<file path="config.mk">
export PLATFORM = sky130hd
export DESIGN_NAME = quad_decoder
export DESIGN_NICKNAME = d
export VERILOG_FILES = /design/src/rtl/quad_decoder.sv
export SDC_FILE = /design/constraint.sdc
export NUM_CORES = 1
export LEC_CHECK = 0
export BUFFER_PORTS_ARGS = -buffer_cell sky130_fd_sc_hd__buf_2
export CAP_MARGIN = 40
export CORE_ASPECT_RATIO = 1.5
export CORE_MARGIN = 5
export CORE_UTILIZATION = 44
export DETAILED_ROUTE_END_ITERATION = 8
export GPL_TIMING_DRIVEN = 0
export SETUP_SLACK_MARGIN = 0.15
export SLEW_MARGIN = 15
export SYNTH_ARGS = -nofsm -noshare
export SYNTH_HDL_FRONTEND = slang
export SYNTH_SLANG_ARGS = --single-unit
</file>
<file path="constraint.sdc">
create_clock -name clk -period 3.7 [get_ports clk]
set_input_delay 0.555 -clock clk [delete_from_list [all_inputs] [get_ports clk]]
set_output_delay 0.555 -clock clk [all_outputs]
set_load 0.005 [all_outputs]
</file>
<file path="src/rtl/quad_decoder.sv">
// Quadrature decoder: synchronizes and glitch-filters A/B, tracks
// phase, and produces step/dir pulses, a modular position and a sticky error.
//
// Ports:
//   clk, rst      - clock, synchronous active-high reset
//   a, b          - raw quadrature channels (asynchronous)
//   en            - count enable (phase tracking continues when low)
//   clr_err       - synchronous clear of err
//   step          - one-cycle pulse per valid transition
//   dir           - direction of last valid transition (1=up)
//   pos           - CNT_W-bit modular position
//   err           - sticky illegal-transition flag
module quad_decoder #(
    parameter int CNT_W = 8,
    parameter int FILT  = 3
) (
    input  logic             clk,
    input  logic             rst,
    input  logic             a,
    input  logic             b,
    input  logic             en,
    input  logic             clr_err,
    output logic             step,
    output logic             dir,
    output logic [CNT_W-1:0] pos,
    output logic             err
);

    localparam logic [3:0] FILT_M1 = 4'(FILT - 1);
    localparam logic [4:0] INIT_N  = 5'(FILT + 2);

    logic             a_m_q, a_s_q, b_m_q, b_s_q;
    logic [3:0]       a_cnt_q, a_cnt_d, b_cnt_q, b_cnt_d;
    logic             a_f_q, a_f_d, b_f_q, b_f_d;
    logic [1:0]       ph_q, ph_d;
    logic [4:0]       init_q, init_d;
    logic             step_q, step_d;
    logic             dir_q, dir_d;
    logic [CNT_W-1:0] pos_q, pos_d;
    logic             err_q, err_d;

    logic [1:0]       cur;
    logic [1:0]       diff;
    logic             up;

    function automatic logic [1:0] nxt_up(input logic [1:0] p);
        case (p)
            2'b00:   nxt_up = 2'b01;
            2'b01:   nxt_up = 2'b11;
            2'b11:   nxt_up = 2'b10;
            default: nxt_up = 2'b00;
        endcase
    endfunction

    always_ff @(posedge clk) begin
        if (rst) begin
            a_m_q   <= 1'b0;
            a_s_q   <= 1'b0;
            b_m_q   <= 1'b0;
            b_s_q   <= 1'b0;
            a_cnt_q <= '0;
            b_cnt_q <= '0;
            a_f_q   <= 1'b0;
            b_f_q   <= 1'b0;
            ph_q    <= 2'b00;
            init_q  <= '0;
            step_q  <= 1'b0;
            dir_q   <= 1'b0;
            pos_q   <= '0;
            err_q   <= 1'b0;
        end else begin
            a_m_q   <= a;
            a_s_q   <= a_m_q;
            b_m_q   <= b;
            b_s_q   <= b_m_q;
            a_cnt_q <= a_cnt_d;
            b_cnt_q <= b_cnt_d;
            a_f_q   <= a_f_d;
            b_f_q   <= b_f_d;
            ph_q    <= ph_d;
            init_q  <= init_d;
            step_q  <= step_d;
            dir_q   <= dir_d;
            pos_q   <= pos_d;
            err_q   <= err_d;
        end
    end

    always_comb begin
        a_cnt_d = a_cnt_q;
        b_cnt_d = b_cnt_q;
        a_f_d   = a_f_q;
        b_f_d   = b_f_q;
        ph_d    = ph_q;
        init_d  = init_q;
        step_d  = 1'b0;
        dir_d   = dir_q;
        pos_d   = pos_q;
        err_d   = clr_err ? 1'b0 : err_q;
        cur     = {a_f_q, b_f_q};
        diff    = cur ^ ph_q;
        up      = 1'b0;

        if (init_q != INIT_N) begin
            // Init: adopt the idle input level as the reference phase
            // so a non-00 resting position does not look like a move.
            init_d  = init_q + 5'd1;
            a_f_d   = a_s_q;
            b_f_d   = b_s_q;
            a_cnt_d = '0;
            b_cnt_d = '0;
            ph_d    = {a_s_q, b_s_q};
        end else begin
            if (a_s_q != a_f_q) begin
                if (a_cnt_q == FILT_M1) begin
                    a_f_d   = a_s_q;
                    a_cnt_d = '0;
                end else begin
                    a_cnt_d = a_cnt_q + 4'd1;
                end
            end else begin
                a_cnt_d = '0;
            end

            if (b_s_q != b_f_q) begin
                if (b_cnt_q == FILT_M1) begin
                    b_f_d   = b_s_q;
                    b_cnt_d = '0;
                end else begin
                    b_cnt_d = b_cnt_q + 4'd1;
                end
            end else begin
                b_cnt_d = '0;
            end

            ph_d = cur;
            up   = (cur == nxt_up(ph_q));
            case (diff)
                2'b11: err_d = 1'b1;
                2'b01, 2'b10: begin
                    if (en) begin
                        step_d = 1'b1;
                        dir_d  = up;
                        pos_d  = up ? pos_q + CNT_W'(1)
                                    : pos_q - CNT_W'(1);
                    end
                end
                default: ;
            endcase
        end
    end

    assign step = step_q;
    assign dir  = dir_q;
    assign pos  = pos_q;
    assign err  = err_q;

endmodule

</file>
# After elaboration in Yosys (flattened, before gate mapping)
# Index checks and enable logic that the tools add are counted.
[op_classes] eq_ne=11 n_mux=14 bitwise_logic=5 n_addsub=5 reduce_logical=12
[ops] op="$mux W1" count=10
[ops] op="$add A4 B1 Y4 const B" count=2
[ops] op="$add A8 B1 Y8 const B" count=1
[ops] op="$eq A4 B2 Y1 const B" count=2
[ops] op="$mux W8" count=1
[ops] op="$reduce_bool A2 Y1" count=4
[ops] op="$reduce_or A4 Y1" count=2
[ops] op="$sub A8 B1 Y8 const B" count=1
[ops] op="$eq A2 B2 Y1 const B" count=3
[ops] op="$pmux W2 S3" count=1
[ops] op="$add A5 B1 Y5 const B" count=1
[ops] op="$ne A5 B3 Y1 const B" count=1
[ops] op="$eq A2 B1 Y1 const B" count=2
[ops] op="$mux W2" count=2
[ops] op="$not A1 Y1" count=4
[ops] op="$reduce_and A2 Y1" count=2
[ops] op="$reduce_and A3 Y1" count=1
[ops] op="$reduce_or A3 Y1" count=1
[ops] op="$eq A2 B2 Y1" count=1
[ops] op="$logic_not A2 Y1" count=1
[ops] op="$ne A1 B1 Y1" count=2
[ops] op="$reduce_or A2 Y1" count=1
[ops] op="$xor A2 B2 Y2" count=1
[word_totals] wordCells=61 inputBits=6 regBits=32 output_inout_bits=11

# Depth between registers and ports, before layout
# Gate-level depths: netlist (run 1).
[logic_depth] word_depth=5 depth_mapped=9

# Worst setup path before layout (run 1)
# OpenSTA, ideal clock, no wires.
[synth_timing] kind="register -> register" from="register a_f_q" to="register pos_q[7] (netlist: pos[7])" path_buffers=1 path_stages_with_launch=10 required_ns=3.577 setup_slack_ns=1.505 t_arrival_ns=2.071 cell_sequence="dfxtp_1 clkbuf_2 xnor2_1 nand2_1 ha_1 a21oi_1 a21oi_1 and3b_1 mux2i_1 mux2_1"
[synth_via] elab_chain_len=4 word_cells_on_any_way=7 cone_classes="eq/ne (3); mux (1); bitwise (1); reduce/logical (2)"
[synth_rtl] item="start, declared" line="34" text="logic a_f_q, a_f_d, b_f_q, b_f_d;"
[synth_rtl] item="start signal, assigned" line="63" text="a_f_q <= 1'b0;"
[synth_rtl] item="start signal, assigned" line="78" text="a_f_q <= a_f_d;"
[synth_rtl] item="$xor A2 B2 Y2" line="101" text="diff = cur ^ ph_q;"
[synth_rtl] item="$eq A2 B1 Y1 or $eq A2 B2 Y1 (tied branches)" line="138" text="case (diff)"
[synth_rtl] item="$reduce_or A2 Y1" line="138"
[synth_rtl] item="$reduce_and A3 Y1 (no source line)"
[synth_rtl] item="end signal, assigned" line="84" text="pos_q <= pos_d;"
[synth_rtl] item="end, declared" line="39" text="logic [CNT_W-1:0] pos_q, pos_d;"
# Parallel ways exist; a longest one is shown, timed or not.
# A chain may end at the register's enable or synchronous reset.

# Final worst setup path (run 1)
# Ends and elaborated chain as after synthesis.

==> metrics, run 1 <==
syn_nets 183; RSZ-0062 raised after global routing no; Setup crit end kind flop; register area 641 µm²; number of routed nets with antenna violations 0; Area after DPL 1660 µm²; detailed placement HPWL 2.17 mm; Yosys reg bits 32; Final Cell Area 1740 µm²; CTS Hold Bufs 0; Port-buffer cells 15; pre-CTS setup slack 1.18 ns; drt wl/cell 12.4 µm; period utilisation layout 67.5%; Starting Density 45.3%; Power, Total 0.658 mW; register area share after synthesis 41.8%; Max Clock Skew 0.00669 ns; Max-cap violations 0; outcome finished, final reports clean; Pins Over Slew Limit 0; cts bufs inserted 5; CTS Buffer Depth 2; Die Span Y 82.3 µm; Critical Path AT 2.66 ns; most frequent CP cell a21oi_1; maximum VDD drop 0.287 mV; mapped cell area 1530 µm²; unique cell type count in the Yosys netlist 33; P_leak 0.786 nW; # rows 26; vias in the first global route 1242; Final nets 205; vias per cell 5.18; Crit Path Category flop to flop; PostCTS Resize Cnt 0; grt total ovfl 0; Worst-path clk slew 0.06 ns; Worst Setup Start Kind flop; IO Pins 17; setup bufs post-CTS 0; Crit Path Max Fanout 9; largest stage delay on the critical path 0.42 ns; initial antenna violation count 0; CP delay by family, top multiplexers; DRC 0; Die X-Extent 58.2 µm; Warnings, synthesis 0; router iterations before antenna repair 4; GRT Overall Usage 13.7%; CP Cell Sequence clkbuf_2, xnor2_1, nand2_1, ha_1, a21oi_1, a21oi_1, and3b_1, mux2i_1, mux2_1; Worst-Skew Late Latency 0.28 ns; setup ws final 1.20 ns; worst slew pin tran 0.491 ns; Antenna Cells 0; TritonCTS clock tree done; H-tree depth 2; minimum clock period 2.50 ns; Mapped Cells 163; setup TNS 0 ns; fmax 401 MHz; layout cells sized above 1 14.1%; area growth from synthesis to layout 13.4%; global-route wire length before repair 5.01 mm; clock sinks 32; Multi-input gate area 848 µm²; CP max stage cell ha_1; slew margin rel. 67.3%; final setup violation count 0; CP required 3.86 ns; Fin. Hold Viols 0; CP bufs+invs 1; Root Buffer Master clkbuf_8; Avg Inst Size Synth 9.41 µm²; most frequent cells in the layout dfxtp_1 (32), nor2_1 (24), buf_2 (17), ha_1 (13), a21oi_1 (12); Pwr per Cell Area 378 nW/µm²; Fillers 341; total number of vias 1175; Min-Delay Path Class flop to flop; commonest non-fill, non-tap cell in the layout dfxtp_1; largest net degree at the start of global routing 11; gp weighted congestion 0.807; Die Area 4790 µm²; WL final 2.81 mm; core area 3380 µm²; DR iter-0 viols 27
[cell families after synthesis]
logic type,after synthesis,synth area share [%]
and+or+nand+nor,60,20.2
DFF,32,41.8
AOI/OAI and AO/OA,20,7.67
xor gates and xnor gates,19,10.8
adders and majority gates,14,11.9
buffers and inverters,11,2.94
muxes,7,4.65
[per-stage QoR]
stage               util (%)  instances  hold slack (ns)
finish                  51.4        227            0.439
global route            51.4        227            0.467
CTS                     51.4        227            0.449
detailed placement      49.1        220            0.434
global placement        49.1        220            0.421
floorplan                  -        163            0.414
[power by group]
part	internal [mW]	switching (mW)
Clock	0.127	0.115
Sequential	0.354	0.00830
Combinational	0.0237	0.0296
[synth_stat cells]
library cell	count	share of area, %
clkbuf_2	1	0.33
dfxtp_1	32	42
mux2i_1	6	3.9
a211oi_1	1	0.49
nand3b_1	1	0.49
nand2_1	10	2.4
nand3_1	8	2.6
nand2b_1	1	0.41
a21o_1	2	0.98
nand3_4	1	1.1
a31oi_1	2	0.82
fa_1	1	1.3
and4bb_4	1	1.1
a21oi_1	12	3.9
o21ai_0	1	0.33
clkbuf_1	2	0.49
ha_1	13	11
buf_1	2	0.49
nor2_1	24	5.9
nor2b_1	7	2.9
inv_1	4	0.98
a22o_1	1	0.57
nor3_1	2	0.65
xor2_1	11	6.3
or2_1	1	0.41
nand4bb_1	1	0.73
buf_2	2	0.65
and3b_1	1	0.57
mux2_1	1	0.73
xnor2_1	8	4.6
o311ai_0	1	0.57
nand4_1	1	0.41
nor4b_1	1	0.57
[state kept, by name, summed over array words and instances, names as in the netlist, 2 cells and up]
register  cells
a_cnt_q       4
b_cnt_q       4
init_q        5
ph_q          2
pos           8
[final timing paths]
check	depth (start not counted)	to	slack [ns]	from
worst min register to register	1	b_s_q$_SDFF_PP0_	0.44	b_m_q$_SDFF_PP0_
worst max register to register	9	pos[7]$_SDFFE_PP0P_	1.20	a_f_q$_SDFFE_PP0P_
worst max-delay path	9	pos[7]$_SDFFE_PP0P_	1.20	a_f_q$_SDFFE_PP0P_
worst min-delay path	1	b_s_q$_SDFF_PP0_	0.44	b_m_q$_SDFF_PP0_
[worst reg2reg max path, delay by kind of cell, from the launching register on]
family	cells	cell delay (ns)
mux	2	0.58
flops	1	0.29
fa+ha+maj	1	0.43
buf+inv	1	0.15
simple gates	2	0.47
xor+xnor	1	0.17
compound gates	2	0.29
[metal layers]
layer	GRT usage [%]	routed length (µm)	vias up
met5	0	0	-
met4	6.50	53	0
met3	3.89	105	5
met2	26.2	1550	15
met1	13.3	1100	568
li1	-	-	587
[layout make-up]
type | count | area share, %
flip-flops and latches | 32 | 36.8
repair buffers | 15 | 4.32
multi-input cells | 120 | 48.8
inverters | 4 | 0.863
clock buffers | 6 | 4.17
clock inverters | 1 | 0.288
plain buffers | 7 | 1.73
well taps | 42 | 3.02
No activity file was read; power rests on OpenSTA's default activity.
==> inputs of run 2 (changes only) <==
ABC_AREA = 1   (was unset)
clock period = 2.6 ns   (was 3.7 ns; I/O delays follow)
==> run 2 against run 1 <==
Effect of this change:
- wire length increased by 7.1%
- clock power up 67%
- sequential power is 43% higher
- clock-buffer cell count up 1
- first-iteration DRC count increased by 19%
==> metrics, run 2 <==
outcome finished, final reports clean; setup TNS 0 ns (unchanged); commonest non-fill, non-tap cell in the layout nand2_1; clock sinks 32 (unchanged); leading area contributor after synthesis dfxtp_1; fmax 466 MHz (+16%); Pwr per Cell Area 542 nW/µm² (+43%); worst slew pin tran 0.450 ns (-0.0413 ns); H-tree depth 2 (unchanged); GRT Overall Usage 13.7% (about the same); register area share after synthesis 38.6% (-3.2 points); Post-Route Utilization 51.8% (+0.41 points); CP required 2.82 ns (-1.04 ns); CP max stage cell dfxtp_1; Yosys reg bits 32 (unchanged); unique cell type count in the Yosys netlist 31 (-6.1%); vias in the first global route 1290 (+3.9%); layout cells sized above 1 18.5% (+4.5 points); Critical Path AT 2.37 ns (-0.29 ns); detailed placement HPWL 2.30 mm (+6.1%); DR iter-0 viols 32 (+19%); Crit Path Category flop to flop; Sw Ratio 24.0% (+0.73 points); DRC 0 (unchanged); Fillers 383 (+12%); # rows 27 (+3.8%); Int Power 0.780 mW (+54%); met2 WL 1.57 mm (+0.97%); number of routed nets with antenna violations 0 (unchanged); WL final 3.01 mm (+7.1%); gp weighted congestion 0.786 (-2.7%); EDFF count, synth 0 (unchanged); global-route wire length before repair 5.48 mm (+9.4%); uppermost routed layer met4; router iterations before antenna repair 4 (unchanged); Die X-Extent 60.2 µm (+3.3%); prevailing post-synth register cell dfxtp_1; Final Cell Area 1890 µm² (+8.7%); initial antenna violation count 0 (unchanged); area growth from synthesis to layout 13.9%; Worst-path clk slew 0.06 ns (about the same); RSZ-0062 raised after global routing yes; grt total ovfl 0 (unchanged); Crit Path Max Fanout 9 (unchanged); FFs w/ async S/R, synth 0% (unchanged); Area after DPL 1790 µm² (+8.0%); CP Cell Sequence inv_1, nand2_1, nand2_1, nor2_2, inv_1, ha_1, inv_2, nand2_1, and2_1, or2_2, nand3_1, o211ai_1, inv_1; largest stage delay on the critical path 0.39 ns (-0.03 ns); Max Clock Skew 0.00796 ns (+0.00127 ns); drt wl/cell 10.9 µm (-12%); Die Area 5130 µm² (+7.0%); Max-cap violations 0 (unchanged); period utilisation layout 82.6% (+15 points); total number of vias 1313 (+12%); TritonCTS clock tree done; CTS Hold Bufs 0 (unchanged); maximum VDD drop 0.280 mV (-2.6%); P_leak 0.924 nW (+18%); most common cell in the netlist nand2_1; Worst Setup Start Kind flop; PostCTS Resize Cnt 0 (unchanged); core area 3650 µm² (+7.8%); CP bufs+invs 4 (+3); Port-buffer cells 16 (+1); Flop pwr share 50.4% (-4.6 points); largest net degree at the start of global routing 11 (unchanged); net switching power 0.246 mW (+61%); Final nets 252 (+23%); Antenna Cells 0 (unchanged); cts bufs inserted 5 (unchanged); Met1 Wirelength 1.31 mm (+19%); Min-Delay Path Class primary input to flop; Root Buffer Master clkbuf_8; minimum clock period 2.15 ns (-0.349 ns); setup ws final 0.453 ns (-0.751 ns); Avg Inst Size Synth 7.94 µm² (-16%); pre-CTS setup slack 0.442 ns (-0.741 ns); Starting Density 45.5% (+0.17 points); Fin. Hold Viols 0 (unchanged); Warnings, synthesis 0 (unchanged); Setup crit end kind flop; max FFs per register 8 (unchanged); most frequent cells in the layout nand2_1 (37), dfxtp_1 (32), inv_1 (28), nor2_1 (20), buf_2 (17); CTS Buffer Depth 2 (unchanged); Synth area leaders dfxtp_1 (39%), ha_1 (9.8%), nand2_1 (8.4%), inv_1 (6.3%), nand3_1 (4.8%); final setup violation count 0 (unchanged); Combinational Power Share 10.0% (+1.9 points); vias per cell 4.77 (-7.8%); top-area cell type share of the netlist area 38.6% (-3.2 points); CP delay by family, top simple AND/OR/NAND/NOR gates; met3 routed WL 86 µm (-18%); Mapped Cells 209 (+28%); syn_nets 229 (+25%); slew margin rel. 70.0% (+2.8 points); Synth top cells by count nand2_1 (37), dfxtp_1 (32), inv_1 (28); Clock power frac 39.5% (+2.6 points); Die Span Y 85.2 µm (+3.5%); mapped cell area 1660 µm² (+8.2%); Pins Over Slew Limit 0 (unchanged); Worst-Skew Late Latency 0.27 ns (about the same); IO Pins 17 (unchanged); setup bufs post-CTS 0 (unchanged)
[run 2: cell types whose count changed after synthesis, moves of 6 or more]
cell     change
nand3_1      +8
inv_1       +24
mux2i_1      -6
nand2_1     +27
nor2b_1      -7
[run 2: layout make-up]
| type | count | area [µm²] | share of cell area [%] |
|---|---|---|---|
| clock buffers | 7 | 96.3 | 5.10 |
| inverters | 34 | 138 | 7.28 |
| multi-input cells | 140 | 858 | 45.4 |
| plain buffers | 3 | 23.8 | 1.26 |
| flip-flops and latches | 32 | 641 | 33.9 |
| repair buffers | 16 | 80.1 | 4.24 |
| well taps | 43 | 53.8 | 2.85 |
[run 2: power by group through the flow]
stage / clock network [mW] / registers [mW] / logic [mW]
final: 0.405 / 0.517 / 0.103
after global routing: 0.440 / 0.519 / 0.121
after CTS: 0.422 / 0.517 / 0.104
after detailed placement: 0 / 0.528 / 0.104
after global placement: 0 / 0.528 / 0.102
after floorplan: 0 / 0.525 / 0.0811
[run 2: cell families (layout without fill, tap and decap cells)]
logic type                 Yosys count  count (layout)  synth area share, %
xor gates and xnor gates            11              11                 5.80
and+or+nand+nor                     88              88                 24.6
DFF                                 32              32                 38.6
AOI/OAI and AO/OA                   27              27                 10.3
adders and majority gates           14              14                 11.0
buffers and inverters               37              60                 9.72
[run 2: stage by stage]
| stage | cells | power (mW) | hold WS [ns] |
|---|---|---|---|
| finish | 275 | 1.03 | 0.320 |
| global route | 275 | 1.08 | 0.341 |
| CTS | 275 | 1.04 | 0.313 |
| detailed placement | 268 | 0.632 | 0.403 |
| global placement | 268 | 0.630 | 0.400 |
| floorplan | 209 | 0.607 | 0.388 |
[run 2: path summary, 6_finish.rpt]
kind,to,slack [ns],start,cells past startpoint
setup / recovery,pos[3]$_SDFFE_PP0P_,0.45,b_f_q$_SDFFE_PP0P_,13
hold / removal,b_m_q$_SDFF_PP0_,0.32,b,3
setup reg to reg,pos[3]$_SDFFE_PP0P_,0.45,b_f_q$_SDFFE_PP0P_,13
hold reg to reg,a_s_q$_SDFF_PP0_,0.41,a_m_q$_SDFF_PP0_,2
[run 2: tightest hold or removal path, delay by kind of cell]
family,cells,cell delay (ns)
AND/OR/NAND/NOR,1,0.06
buffers and inverters,2,0.10
[run 2: routing by layer]
layer	vias up	global-route usage, %
met5	-	0
met4	0	5.44
met3	6	3.50
met2	17	23.9
met1	586	15.3
li1	704	-
